**src/rtl/lib_arbiter_pkg.sv**
```systemverilog
// Shared parameters and types for the per-level pixel-hierarchy arbiters.
package lib_arbiter_pkg;

  localparam int Lvl_ROWS = 4;
  localparam int Lvl_COLS = 4;
  localparam int Lvl_ADD  = $clog2((Lvl_ROWS > Lvl_COLS) ? Lvl_ROWS : Lvl_COLS);
  localparam int CNT_W    = $clog2(Lvl_ROWS * Lvl_COLS + 1);

  // Group arbiter phases: wait for a snapshot, drain it, signal the group end.
  typedef enum logic [1:0] {
    IDLE    = 2'd0,
    GRANT   = 2'd1,
    RELEASE = 2'd2
  } gsa_state_t;

endpackage

```
**src/rtl/group_snapshot_arbiter_if.sv**
```systemverilog
// Request/grant bundle between a level's request matrix and its group arbiter.
interface group_snapshot_arbiter_if
  import lib_arbiter_pkg::*;
#(
  parameter int ROWS = Lvl_ROWS,
  parameter int COLS = Lvl_COLS,
  parameter int ADD  = Lvl_ADD,
  parameter int CW   = CNT_W
);

  logic                       enable_i;
  logic                       refresh_i;
  logic [ROWS-1:0][COLS-1:0]  req_i;
  logic [ROWS-1:0][COLS-1:0]  gnt_o;
  logic [ADD-1:0]             x_add_o;
  logic [ADD-1:0]             y_add_o;
  logic                       valid_o;
  logic [CW-1:0]              pending_cnt_o;
  logic                       grp_release_o;
  logic                       req_o;

  // Arbiter side.
  modport slave (
    input  enable_i, refresh_i, req_i,
    output gnt_o, x_add_o, y_add_o, valid_o, pending_cnt_o, grp_release_o, req_o
  );

  // Requester / higher-level side.
  modport master (
    output enable_i, refresh_i, req_i,
    input  gnt_o, x_add_o, y_add_o, valid_o, pending_cnt_o, grp_release_o, req_o
  );

endinterface

```
**src/rtl/raster_rr_pick.sv**
```systemverilog
// Round-robin picker over a row-major flattened matrix: first set bit strictly
// after ptr, wrapping. The vector is doubled so the wrap becomes a plain
// lowest-set-bit search inside a window of N positions.
module raster_rr_pick #(
  parameter int N     = 16,
  parameter int IDX_W = 4
) (
  input  logic [N-1:0]     snap_i,
  input  logic [IDX_W-1:0] ptr_i,
  output logic             found_o,
  output logic [IDX_W-1:0] idx_o
);

  logic [2*N-1:0] dbl_s;
  logic [2*N-1:0] win_s;
  logic [2*N-1:0] masked_s;

  assign dbl_s    = {snap_i, snap_i};
  assign masked_s = dbl_s & win_s;

  // Window selects doubled positions ptr+1 .. ptr+N, i.e. one full lap.
  always_comb begin
    win_s = '0;
    for (int p = 0; p < 2 * N; p++) begin
      win_s[p] = (p > int'(ptr_i)) && (p <= int'(ptr_i) + N);
    end
  end

  // Lowest set bit in the window, folded back into 0..N-1.
  always_comb begin
    found_o = 1'b0;
    idx_o   = '0;
    for (int p = 2 * N - 1; p >= 0; p--) begin
      found_o = found_o | masked_s[p];
      idx_o   = masked_s[p] ? ((p >= N) ? IDX_W'(p - N) : IDX_W'(p)) : idx_o;
    end
  end

endmodule

```
**src/rtl/group_snapshot_arbiter.sv**
```systemverilog
// Group-fair 2-D arbiter: snapshot the request matrix, grant each captured
// request once in row-major round-robin order, then pulse grp_release_o.
module group_snapshot_arbiter
  import lib_arbiter_pkg::*;
#(
  parameter int Lvl_ROWS = lib_arbiter_pkg::Lvl_ROWS,
  parameter int Lvl_COLS = lib_arbiter_pkg::Lvl_COLS,
  parameter int Lvl_ADD  = lib_arbiter_pkg::Lvl_ADD,
  parameter int CNT_W    = $clog2(Lvl_ROWS * Lvl_COLS + 1)
) (
  input  logic                    grp_release_clk,
  input  logic                    reset_i,
  group_snapshot_arbiter_if.slave arb_if
);

  localparam int N     = Lvl_ROWS * Lvl_COLS;
  localparam int IDX_W = (N > 1) ? $clog2(N) : 1;
  localparam logic [IDX_W-1:0] PTR_LAST = IDX_W'(N - 1);
  localparam logic [CNT_W-1:0] CNT_ONE  = {{(CNT_W-1){1'b0}}, 1'b1};
  localparam logic [N-1:0]     OH_BASE  = {{(N-1){1'b0}}, 1'b1};

  gsa_state_t         state_q, state_d;
  logic [N-1:0]       snap_q, snap_d;
  logic [IDX_W-1:0]   ptr_q, ptr_d;
  logic [CNT_W-1:0]   pending_q, pending_d;
  logic [N-1:0]       gnt_q, gnt_d;
  logic [Lvl_ADD-1:0] x_q, x_d, y_q, y_d;
  logic               valid_q, valid_d;
  logic               rel_q, rel_d;

  logic [N-1:0]       req_s;
  logic               req_any_s;
  logic               found_s;
  logic [IDX_W-1:0]   pick_idx_s;
  logic [N-1:0]       pick_oh_s;
  logic               grant_fire_s;

  function automatic logic [CNT_W-1:0] popcount(input logic [N-1:0] v);
    logic [CNT_W-1:0] c;
    c = '0;
    for (int i = 0; i < N; i++) begin
      c = c + {{(CNT_W-1){1'b0}}, v[i]};
    end
    return c;
  endfunction

  assign req_s        = arb_if.req_i;
  assign req_any_s    = |req_s;
  assign pick_oh_s    = OH_BASE << pick_idx_s;
  assign grant_fire_s = arb_if.enable_i && (state_q == GRANT) && found_s;

  raster_rr_pick #(.N(N), .IDX_W(IDX_W)) u_pick (
    .snap_i  (snap_q),
    .ptr_i   (ptr_q),
    .found_o (found_s),
    .idx_o   (pick_idx_s)
  );

  // Pointer: refresh wins over the grant update; otherwise track the last grant.
  always_comb begin
    if (arb_if.refresh_i) begin
      ptr_d = PTR_LAST;
    end else if (grant_fire_s) begin
      ptr_d = pick_idx_s;
    end else begin
      ptr_d = ptr_q;
    end
  end

  // Next-state and registered-output logic of the group FSM.
  always_comb begin
    state_d   = state_q;
    snap_d    = snap_q;
    pending_d = pending_q;
    gnt_d     = gnt_q;
    x_d       = x_q;
    y_d       = y_q;
    valid_d   = valid_q;
    rel_d     = rel_q;
    if (!arb_if.enable_i) begin
      state_d   = IDLE;
      snap_d    = '0;
      pending_d = '0;
      gnt_d     = '0;
      valid_d   = 1'b0;
      rel_d     = 1'b0;
    end else begin
      case (state_q)
        IDLE: begin
          gnt_d   = '0;
          valid_d = 1'b0;
          rel_d   = 1'b0;
          if (req_any_s) begin
            snap_d    = req_s;
            pending_d = popcount(req_s);
            state_d   = GRANT;
          end else begin
            state_d   = IDLE;
          end
        end
        GRANT: begin
          rel_d = 1'b0;
          if (found_s) begin
            gnt_d     = pick_oh_s;
            x_d       = Lvl_ADD'(int'(pick_idx_s) / Lvl_COLS);
            y_d       = Lvl_ADD'(int'(pick_idx_s) % Lvl_COLS);
            valid_d   = 1'b1;
            snap_d    = snap_q & ~pick_oh_s;
            pending_d = pending_q - CNT_ONE;
            if (pending_q == CNT_ONE) begin
              state_d = RELEASE;
            end else begin
              state_d = GRANT;
            end
          end else begin
            // Empty snapshot here means corrupted state: recover to IDLE.
            state_d   = IDLE;
            snap_d    = '0;
            pending_d = '0;
            gnt_d     = '0;
            valid_d   = 1'b0;
          end
        end
        RELEASE: begin
          gnt_d   = '0;
          valid_d = 1'b0;
          if (!rel_q) begin
            // First edge: raise the one-cycle release pulse.
            rel_d   = 1'b1;
            state_d = RELEASE;
          end else begin
            // Second edge: drop the pulse and start the next group directly.
            rel_d = 1'b0;
            if (req_any_s) begin
              snap_d    = req_s;
              pending_d = popcount(req_s);
              state_d   = GRANT;
            end else begin
              snap_d    = '0;
              pending_d = '0;
              state_d   = IDLE;
            end
          end
        end
        default: begin
          state_d   = IDLE;
          snap_d    = '0;
          pending_d = '0;
          gnt_d     = '0;
          valid_d   = 1'b0;
          rel_d     = 1'b0;
        end
      endcase
    end
  end

  // State and output registers; reset aborts any group immediately.
  always_ff @(posedge grp_release_clk or posedge reset_i) begin
    if (reset_i) begin
      state_q   <= IDLE;
      snap_q    <= '0;
      ptr_q     <= PTR_LAST;
      pending_q <= '0;
      gnt_q     <= '0;
      x_q       <= '0;
      y_q       <= '0;
      valid_q   <= 1'b0;
      rel_q     <= 1'b0;
    end else begin
      state_q   <= state_d;
      snap_q    <= snap_d;
      ptr_q     <= ptr_d;
      pending_q <= pending_d;
      gnt_q     <= gnt_d;
      x_q       <= x_d;
      y_q       <= y_d;
      valid_q   <= valid_d;
      rel_q     <= rel_d;
    end
  end

  assign arb_if.gnt_o         = gnt_q;
  assign arb_if.x_add_o       = x_q;
  assign arb_if.y_add_o       = y_q;
  assign arb_if.valid_o       = valid_q;
  assign arb_if.pending_cnt_o = pending_q;
  assign arb_if.grp_release_o = rel_q;
  assign arb_if.req_o         = req_any_s;

endmodule

```
**src/flat_wrapper.sv**
```systemverilog
// flat-port wrapper written by rule: the top's interface ports become plain ports
module group_snapshot_arbiter_flat import lib_arbiter_pkg::*;
#(
  parameter int Lvl_ROWS = lib_arbiter_pkg::Lvl_ROWS,
  parameter int Lvl_COLS = lib_arbiter_pkg::Lvl_COLS,
  parameter int Lvl_ADD  = lib_arbiter_pkg::Lvl_ADD,
  parameter int CNT_W    = $clog2(Lvl_ROWS * Lvl_COLS + 1)
)
  (grp_release_clk, reset_i, arb_if_enable_i, arb_if_refresh_i, arb_if_req_i, arb_if_gnt_o, arb_if_x_add_o, arb_if_y_add_o, arb_if_valid_o, arb_if_pending_cnt_o, arb_if_grp_release_o, arb_if_req_o);
  group_snapshot_arbiter_if arb_if_i ();
  input  logic grp_release_clk;
  input  logic reset_i;
  input wire logic [$bits(arb_if_i.enable_i)-1:0] arb_if_enable_i;
  input wire logic [$bits(arb_if_i.refresh_i)-1:0] arb_if_refresh_i;
  input wire logic [$bits(arb_if_i.req_i)-1:0] arb_if_req_i;
  output wire logic [$bits(arb_if_i.gnt_o)-1:0] arb_if_gnt_o;
  output wire logic [$bits(arb_if_i.x_add_o)-1:0] arb_if_x_add_o;
  output wire logic [$bits(arb_if_i.y_add_o)-1:0] arb_if_y_add_o;
  output wire logic [$bits(arb_if_i.valid_o)-1:0] arb_if_valid_o;
  output wire logic [$bits(arb_if_i.pending_cnt_o)-1:0] arb_if_pending_cnt_o;
  output wire logic [$bits(arb_if_i.grp_release_o)-1:0] arb_if_grp_release_o;
  output wire logic [$bits(arb_if_i.req_o)-1:0] arb_if_req_o;
  assign arb_if_i.enable_i = arb_if_enable_i;
  assign arb_if_i.refresh_i = arb_if_refresh_i;
  assign arb_if_i.req_i = arb_if_req_i;
  assign arb_if_gnt_o = arb_if_i.gnt_o;
  assign arb_if_x_add_o = arb_if_i.x_add_o;
  assign arb_if_y_add_o = arb_if_i.y_add_o;
  assign arb_if_valid_o = arb_if_i.valid_o;
  assign arb_if_pending_cnt_o = arb_if_i.pending_cnt_o;
  assign arb_if_grp_release_o = arb_if_i.grp_release_o;
  assign arb_if_req_o = arb_if_i.req_o;
  group_snapshot_arbiter #(.Lvl_ROWS(Lvl_ROWS), .Lvl_COLS(Lvl_COLS), .Lvl_ADD(Lvl_ADD), .CNT_W(CNT_W)) u_core (.grp_release_clk(grp_release_clk), .reset_i(reset_i), .arb_if(arb_if_i));
endmodule
```
**config.mk**
```make
export PLATFORM = sky130hd
export DESIGN_NAME = group_snapshot_arbiter_flat
export DESIGN_NICKNAME = d
export VERILOG_FILES = /design/src/rtl/lib_arbiter_pkg.sv /design/src/rtl/group_snapshot_arbiter_if.sv /design/src/rtl/raster_rr_pick.sv /design/src/rtl/group_snapshot_arbiter.sv /design/src/flat_wrapper.sv
export SDC_FILE = /design/constraint.sdc
export NUM_CORES = 1
export LEC_CHECK = 0
export ABC_CLOCK_PERIOD_IN_PS = 3900
export BUFFER_PORTS_ARGS = -buffer_cell sky130_fd_sc_hd__clkbuf_2
export CAP_MARGIN = 15
export CORE_MARGIN = 5
export CORE_UTILIZATION = 25
export CTS_CLUSTER_SIZE = 30
export DETAILED_ROUTE_END_ITERATION = 8
export GPL_TIMING_DRIVEN = 1
export PLACE_DENSITY_LB_ADDON = 0.3
export RECOVER_POWER = 50
export SYNTH_ARGS = -nofsm -noshare
export SYNTH_HDL_FRONTEND = slang
export SYNTH_SLANG_ARGS = --single-unit
```
**constraint.sdc**
```tcl
create_clock -name grp_release_clk -period 3.9 [get_ports grp_release_clk]
set_input_delay 0.195 -clock grp_release_clk [delete_from_list [all_inputs] [get_ports grp_release_clk]]
set_output_delay 0.195 -clock grp_release_clk [all_outputs]
set_load 0.01 [all_outputs]
```
## Word level (Yosys, flattened, before mapping)

Index checks and enable logic that the tools add are counted.

- Add/subtract/negate cells: 17
- Order comparisons: 46
- Equal/unequal tests: 5
- Shift-type cells: 1
- Muxes and demuxes: 61
- Bitwise gates (word level): 34
- Reduce and logical (&&, ||, !) cells: 22

Operators by type and width:

| kind | number |
|---|---|
| 6-bit by 32-bit <= comparator with 1-bit output, first input constant | 15 |
| 5-bit by 32-bit <= comparator with 1-bit output, first input constant | 8 |
| 4-bit two-way mux | 34 |
| 4-bit by 32-bit <= comparator with 1-bit output, first input constant | 4 |
| 16-bit two-way mux | 8 |
| 5-bit by 1-bit adder with 5-bit output | 14 |
| 3-bit by 32-bit <= comparator with 1-bit output, first input constant | 2 |
| 16-bit one-hot mux with 3 select lines | 1 |
| 32-bit AND | 1 |
| 4-bit greater-than comparator, first input constant | 8 |
| 2-bit by 32-bit <= comparator with 1-bit output, first input constant | 1 |
| 1-bit OR | 31 |
| 5-bit two-way mux | 5 |
| 1-bit logical AND | 17 |
| 16-bit AND | 1 |
| 3-bit by 4-bit greater-than comparator with 1-bit output, first input constant | 4 |
| 16-bit inverter | 1 |
| 16-bit OR reduction | 1 |
| 1-bit by 4-bit left shift with 16-bit output, first input constant | 1 |
| 5-bit one-hot mux with 3 select lines | 1 |
| 2-bit by 4-bit greater-than comparator with 1-bit output, first input constant | 2 |
| 2-bit two-way mux | 4 |
| 1-bit two-way mux | 7 |
| 4-bit by 5-bit adder with 6-bit output, second input constant | 1 |
| 14 further kinds | 14 |

- Flip-flop bits (word level): 49
- Input bits: 20
- Output and inout port bits: 28
- Word-level logic and storage cells: 195

## Longest topological paths before layout

- Depth in word-level cells: 42
- Gate-level depth with buffers: 14
- Depth with buffers taken out: 14

## Cells and area by module

From an unflattened synthesis, not the netlist that was laid out.

- Cells, all modules: 400
- Area total of the unflattened synthesis: 3383.2 um2

By module, submodules not included:

| module | times used | cells each | area each (um2) | sequential area each (um2) |
|---|---|---|---|---|
| group_snapshot_arbiter | 1 | 259 | 2551.2 | 1231.2 |
| raster_rr_pick | 1 | 141 | 832.0 | 0.0 |

## Least setup slack after synthesis

Ideal clock, no wire load.

- Kind: input to register
- Start point: in arb_if_req_i[0]
- End point: reg u_core.pending_q[2], in the netlist u_core.arb_if.pending_cnt_o[2]
- Setup time: 0.121 ns
- Arrival time: 3.642 ns
- Required time: 3.779 ns
- Setup slack: 0.137 ns
- Stages on the path: 12
- Path buffers: 0
- Path through: inv_1 -> ha_1 -> inv_1 -> fa_1 -> fa_1 -> fa_1 -> fa_1 -> fa_1 -> fa_1 -> xor2_1 -> o22ai_1 -> a22o_1

- Longest elaborated chain between the ends: 19
- Elaborated cells on any way between the ends: 23
- Classes of those cells: 15 x add/sub; 1 x eq/ne; 5 x mux; 2 x reduce/logical

Ends and longest elaborated chain:

| item | RTL line | text |
|---|---|---|
| start, declared | flat_wrapper.sv:15 | `input wire logic [$bits(arb_if_i.req_i)-1:0] arb_if_req_i;` |
| 1-bit by 1-bit adder with 2-bit output | group_snapshot_arbiter.sv:42 | `c = c + {{(CNT_W-1){1'b0}}, v[i]};` |
| 5-bit by 1-bit adder with 5-bit output (14 in series) | group_snapshot_arbiter.sv:42 |  |
| 5-bit two-way mux | group_snapshot_arbiter.sv:134 | `if (req_any_s) begin` |
| 5-bit two-way mux | group_snapshot_arbiter.sv:127 | `if (!rel_q) begin` |
| 5-bit one-hot mux with 3 select lines | group_snapshot_arbiter.sv:88 | `case (state_q)` |
| 5-bit two-way mux | group_snapshot_arbiter.sv:80 | `if (!arb_if.enable_i) begin` |
| end signal, assigned | group_snapshot_arbiter.sv:173 | `pending_q <= pending_d;` |
| end, declared | group_snapshot_arbiter.sv:25 | `logic [CNT_W-1:0] pending_q, pending_d;` |

Several ways; a longest one is shown, not always the timed one. The select of a mux whose other input is x is not followed.
A chain may end at the register's enable or synchronous reset.

## Worst setup path after layout

Ends and elaborated chain as after synthesis.

==> Implementation_results.wiki <==
{| class="wikitable"
! Metric !! Value
|-
| Worst Setup Slack post-DPL || -0.145 ns
|-
| Worst relative slew slack || 0.0109
|-
| Number of gates given a new drive strength after cts || 0
|-
| Vias in the first global route || around 3,400
|-
| Row cnt || 44
|-
| Worst min-delay path startpoint || arb_if_refresh_i
|-
| Cell breakdown of the critical path || clkbuf_2 > inv_1 > ha_1 > inv_1 > fa_1 > fa_1 > fa_1 > fa_1 > fa_1 > fa_1 > xor2_1 > o22ai_1 > a22o_1
|-
| Number of nets at the end of the flow || 507
|-
| Post-route design area || 4170 um2
|-
| Worst slew pin tran || ~1.5 ns
|-
| Max Clk Rate || ~0.27 GHz
|-
| Clk pin slew, worst setup/hold paths || ~0.07 ns
|-
| Number of antenna violations at the first check in global routing || 0
|-
| Maximum fanout along the worst path || 2
|-
| Total length of routed wires || 11.1 mm
|-
| Proportion of synthesized chip area in sequential cells || 0.341
|-
| Core area || roughly 14,000 um2
|-
| Routed via count divided by cell count || 5.30
|-
| Clock insertion delay at the later pin of the skew report || 0.29 ns
|-
| Areal power density over the cells || 672 nW/um2
|-
| Synthesized netlist net count || ~460
|-
| Period utilisation layout || 0.948
|-
| Average wire per cell in the routed design || roughly 17 um
|-
| Vert. Die Dim || 130 um
|-
| # clock sinks || 49
|-
| Final setup fails || 0
|-
| Global-route usage over all layers || 0.134
|-
| Clock buffer depth || 2
|-
| Setup repair after global routing missed its margin || false
|-
| Critical-path cell with the highest stage delay || sky130_fd_sc_hd__fa_1
|-
| Yosys warnings || 0
|-
| Least setup slack across all paths after layout || 0.203 ns
|-
| Startpoint of the worst-slack reg-to-reg timing path || u_core.ptr_q[2]
|-
| Min-Delay Endpoint || u_core.ptr_q[3]
|-
| Count of pins on the block boundary || 48
|-
| Minimum hold slack || 0.142 ns
|-
| Post-synthesis compound-gate area fraction || 0.293
|-
| IO buf count || 47
|-
| Peak ir drop on the vdd network || 0.000300 V
|-
| Register bit total from synthesis || 49
|-
| Main synth FF type || sky130_fd_sc_hd__dfrtp_1
|-
| Internal power contribution || 1.45 mW
|-
| Length of the first detailed-routing pass in iterations || 5
|-
| Leakage || between 1.5 and 2 nW
|-
| Area overhead of the layout relative to synthesis || 15.3%
|-
| Total negative setup slack || 0 ns
|-
| Total clock buffers created by CTS || 5
|-
| Cell area after placement || approximately 4000 um2
|-
| Worst hold path depth || 3
|-
| Post-detailed-route DRC marker count || 0
|-
| Number of cells on the worst reg-to-reg path || 8
|-
| Synth unique cells || 63
|-
| Antenna cells || 0
|-
| Final period demand of the worst path || 3.70 ns
|-
| Root buffer cell || sky130_fd_sc_hd__clkbuf_16
|-
| Syn avg cell area || 8.54 um2
|-
| Most common cell on crit path || sky130_fd_sc_hd__fa_1
|-
| TritonCTS clock tree || done
|-
| Combinational share of power || 0.547
|-
| Reg-to-reg endpoint || u_core.arb_if.gnt_o[7]
|-
| Number of endpoints with negative hold slack in the final report || 0
|-
| Gate count after technology mapping || approximately 420
|-
| Number of DRC violations after detailed-routing iteration 0 || 222
|-
| Yosys top cell area share || 0.312
|-
| Largest net degree at the start of global routing || 50
|-
| Placed wire-length estimate after detailed placement || 8.49 mm
|-
| Worst setup EP type || flip-flop
|-
| Total design power || between 2 and 3 mW
|-
| Xor/xnor cell area share of the yosys netlist || 0.00485
|-
| Mux cell area share after synthesis || 0
|-
| Number of nets with antenna violations after detailed routing || 0
|-
| Dominant cells by area after synthesis || sky130_fd_sc_hd__dfrtp_1 31%, sky130_fd_sc_hd__fa_1 5.5%, sky130_fd_sc_hd__nor2_1 5.2%
|-
| Maximum level of the CTS H-tree || 2
|-
| Ratio of cells with drive above 1 in the final layout || 0.128
|-
| Sequential Power Share || 0.290
|-
| Count of final max-slew check failures || 0
|-
| Worst setup path class || in2reg
|-
| Data arrival time of the worst path || a little under 4 ns
|-
| Yosys top cell by area || sky130_fd_sc_hd__dfrtp_1
|-
| Main combinational cell family by area after synthesis || compound AO/OA/AOI/OAI gates
|-
| Slack of the worst reg-to-reg path || 0.42 ns
|-
| Final Skew || 0.00449 ns
|-
| Post-Synth Adder-Cell Area || 0.0894
|-
| Req. time, crit path || 4.09 ns
|-
| Result of the run || finished, final reports clean
|-
| Fraction of power spent switching nets || 0.482
|-
| Mapped Area || between 3000 and 4000 um2
|-
| Number of fill cells in the layout || 1,566
|-
| Number of maximum-capacitance violations || 0
|-
| Via count || between 3,000 and 4,000
|-
| Post-synth EDFFs || 0
|-
| Kind of launch point of the worst setup path || primary input
|-
| RePlAce Congestion || 0.833
|-
| Sw power || 1.35 mW
|-
| Async S/R FF share, synth || 1.00
|-
| Width of the die || 130 um
|-
| Clock group share of total power || 0.163
|-
| Initial standard-cell utilization of the core || 0.251
|-
| Die area || 17,000 um2
|-
| CP peak stage delay || between 0.5 and 0.6 ns
|-
| Remaining Overflow, GRT || 0
|-
| Global-route wire length before repair || between 15 and 20 mm
|-
| Simple logic cell fraction of the synthesized area || 0.186
|-
| Path class of the lowest-slack min-delay path || in2reg
|}
==> worst max-delay path by stage <==
stage                         start                              to  cells after the start
finish              arb_if_req_i[0]  u_core.arb_if.pending_cnt_o[2]                     13
global route        arb_if_req_i[0]  u_core.arb_if.pending_cnt_o[2]                     13
CTS                 arb_if_req_i[0]  u_core.arb_if.pending_cnt_o[2]                     13
detailed placement  arb_if_req_i[0]  u_core.arb_if.pending_cnt_o[2]                     13
global placement    arb_if_req_i[0]  u_core.arb_if.pending_cnt_o[2]                     13
floorplan           arb_if_req_i[0]  u_core.arb_if.pending_cnt_o[2]                     12
==> cells in the mapped netlist (4+ instances only) <==
master and number:
sky130_fd_sc_hd__a32o_1 4, sky130_fd_sc_hd__nand2b_1 9, sky130_fd_sc_hd__a22oi_1 15, sky130_fd_sc_hd__a221oi_1 8, sky130_fd_sc_hd__nor4b_1 4, sky130_fd_sc_hd__ha_1 9
sky130_fd_sc_hd__o21ai_1 4, sky130_fd_sc_hd__dfstp_2 4, sky130_fd_sc_hd__o22ai_1 7, sky130_fd_sc_hd__nor2b_1 7, sky130_fd_sc_hd__a211oi_1 7, sky130_fd_sc_hd__clkbuf_1 9
sky130_fd_sc_hd__nand3_1 11, sky130_fd_sc_hd__o21ai_0 22, sky130_fd_sc_hd__nor3_1 6, sky130_fd_sc_hd__nand4_1 5, sky130_fd_sc_hd__a31oi_1 11, sky130_fd_sc_hd__fa_1 10
sky130_fd_sc_hd__a21oi_1 28, sky130_fd_sc_hd__buf_2 7, sky130_fd_sc_hd__dfrtp_1 45, sky130_fd_sc_hd__nor2_1 50, sky130_fd_sc_hd__inv_1 46, sky130_fd_sc_hd__o21a_1 7
sky130_fd_sc_hd__nand2_1 27
==> sequential cells by signal, indices dropped and copies added, names as in the netlist <==
name and cells:
u_core.arb_if.y_add_o 2, u_core.arb_if.valid_o 1, u_core.arb_if.gnt_o 16, u_core.arb_if.x_add_o 2
u_core.ptr_q 4, u_core.state_q 2, u_core.snap_q 16, u_core.arb_if.pending_cnt_o 5
u_core.arb_if.grp_release_o 1
==> cells in the final DEF, fill, tap and decap left out, types with 5 or more instances in the layout <==
cell type	count
sky130_fd_sc_hd__a211oi_1	7
sky130_fd_sc_hd__a21oi_1	28
sky130_fd_sc_hd__a221oi_1	8
sky130_fd_sc_hd__a22oi_1	15
sky130_fd_sc_hd__a31oi_1	11
sky130_fd_sc_hd__buf_4	12
sky130_fd_sc_hd__clkbuf_1	25
sky130_fd_sc_hd__clkbuf_16	5
sky130_fd_sc_hd__clkbuf_2	23
sky130_fd_sc_hd__dfrtp_1	45
sky130_fd_sc_hd__fa_1	10
sky130_fd_sc_hd__ha_1	9
sky130_fd_sc_hd__inv_1	46
sky130_fd_sc_hd__nand2_1	27
sky130_fd_sc_hd__nand2b_1	9
sky130_fd_sc_hd__nand3_1	11
sky130_fd_sc_hd__nand4_1	5
sky130_fd_sc_hd__nor2_1	50
sky130_fd_sc_hd__nor2b_1	7
sky130_fd_sc_hd__nor3_1	6
sky130_fd_sc_hd__o21a_1	7
sky130_fd_sc_hd__o21ai_0	22
sky130_fd_sc_hd__o22ai_1	7
==> metal layers <==
metal  track usage  part of all wire  vias to the layer above
met4        0.0263            0.0098                        0
met2         0.227              0.50                      118
li1              -                 -                     1628
met1         0.183              0.45                     1708
met5             0                 0                        -
met3        0.0205             0.048                       10
==> power groups by stage <==
| stage | clock network, mW | logic (mW) | registers (mW) |
|---|---|---|---|
| after floorplan | 0 | 1.12 | 0.723 |
| after global placement | 0 | 1.53 | 0.814 |
| after detailed placement | 0 | 1.54 | 0.817 |
| after CTS | 0.460 | 1.55 | 0.808 |
| after global routing | 0.482 | 1.72 | 0.829 |
| final | 0.457 | 1.53 | 0.811 |
==> kinds of logic (layout without fill, tap and decap cells) <==
group,after synthesis,after routing
AO/OA/AOI/OAI,149,149
AND/OR/NAND/NOR,134,134
buffers and inverters,69,115
flip-flops,49,49
adder cells (fa/ha/maj),20,20
XOR/XNOR,2,2
==> cell type report <==
class | count | area [um2] | area share
clock buffers | 5 | 125 | 0.0300
clock inverters | 3 | 26.3 | 0.00631
inverters | 46 | 173 | 0.0414
multi-input cells | 305 | 2070 | 0.497
flip-flops and latches | 49 | 1230 | 0.295
well taps | 184 | 230 | 0.0553
repair buffers | 61 | 309 | 0.0742
==> worst max-delay path, delay by kind of cell <==
kind                       cells  cell delay, ns
adders and majority gates      7            2.99
xor gates and xnor gates       1            0.15
AOI/OAI and AO/OA              2            0.33
buffers and inverters          3            0.21
==> what timing repair did <==
| action | in CTS | in global routing |
|---|---|---|
| endpoints found under the hold margin | 0 | 20 |
| buffers inserted | 0 | 0 |
| setup endpoints to repair | 0 | 0 |
| hold buffers | 0 | 1 |
==> through the flow <==
stage                     std cells  utilization
final                           653        0.290
after global routing            653        0.290
after CTS                       651        0.291
after detailed placement        643        0.281
after global placement          643        0.281
after floorplan                 423            -
Note: power is estimated with default switching activity, not from simulation.
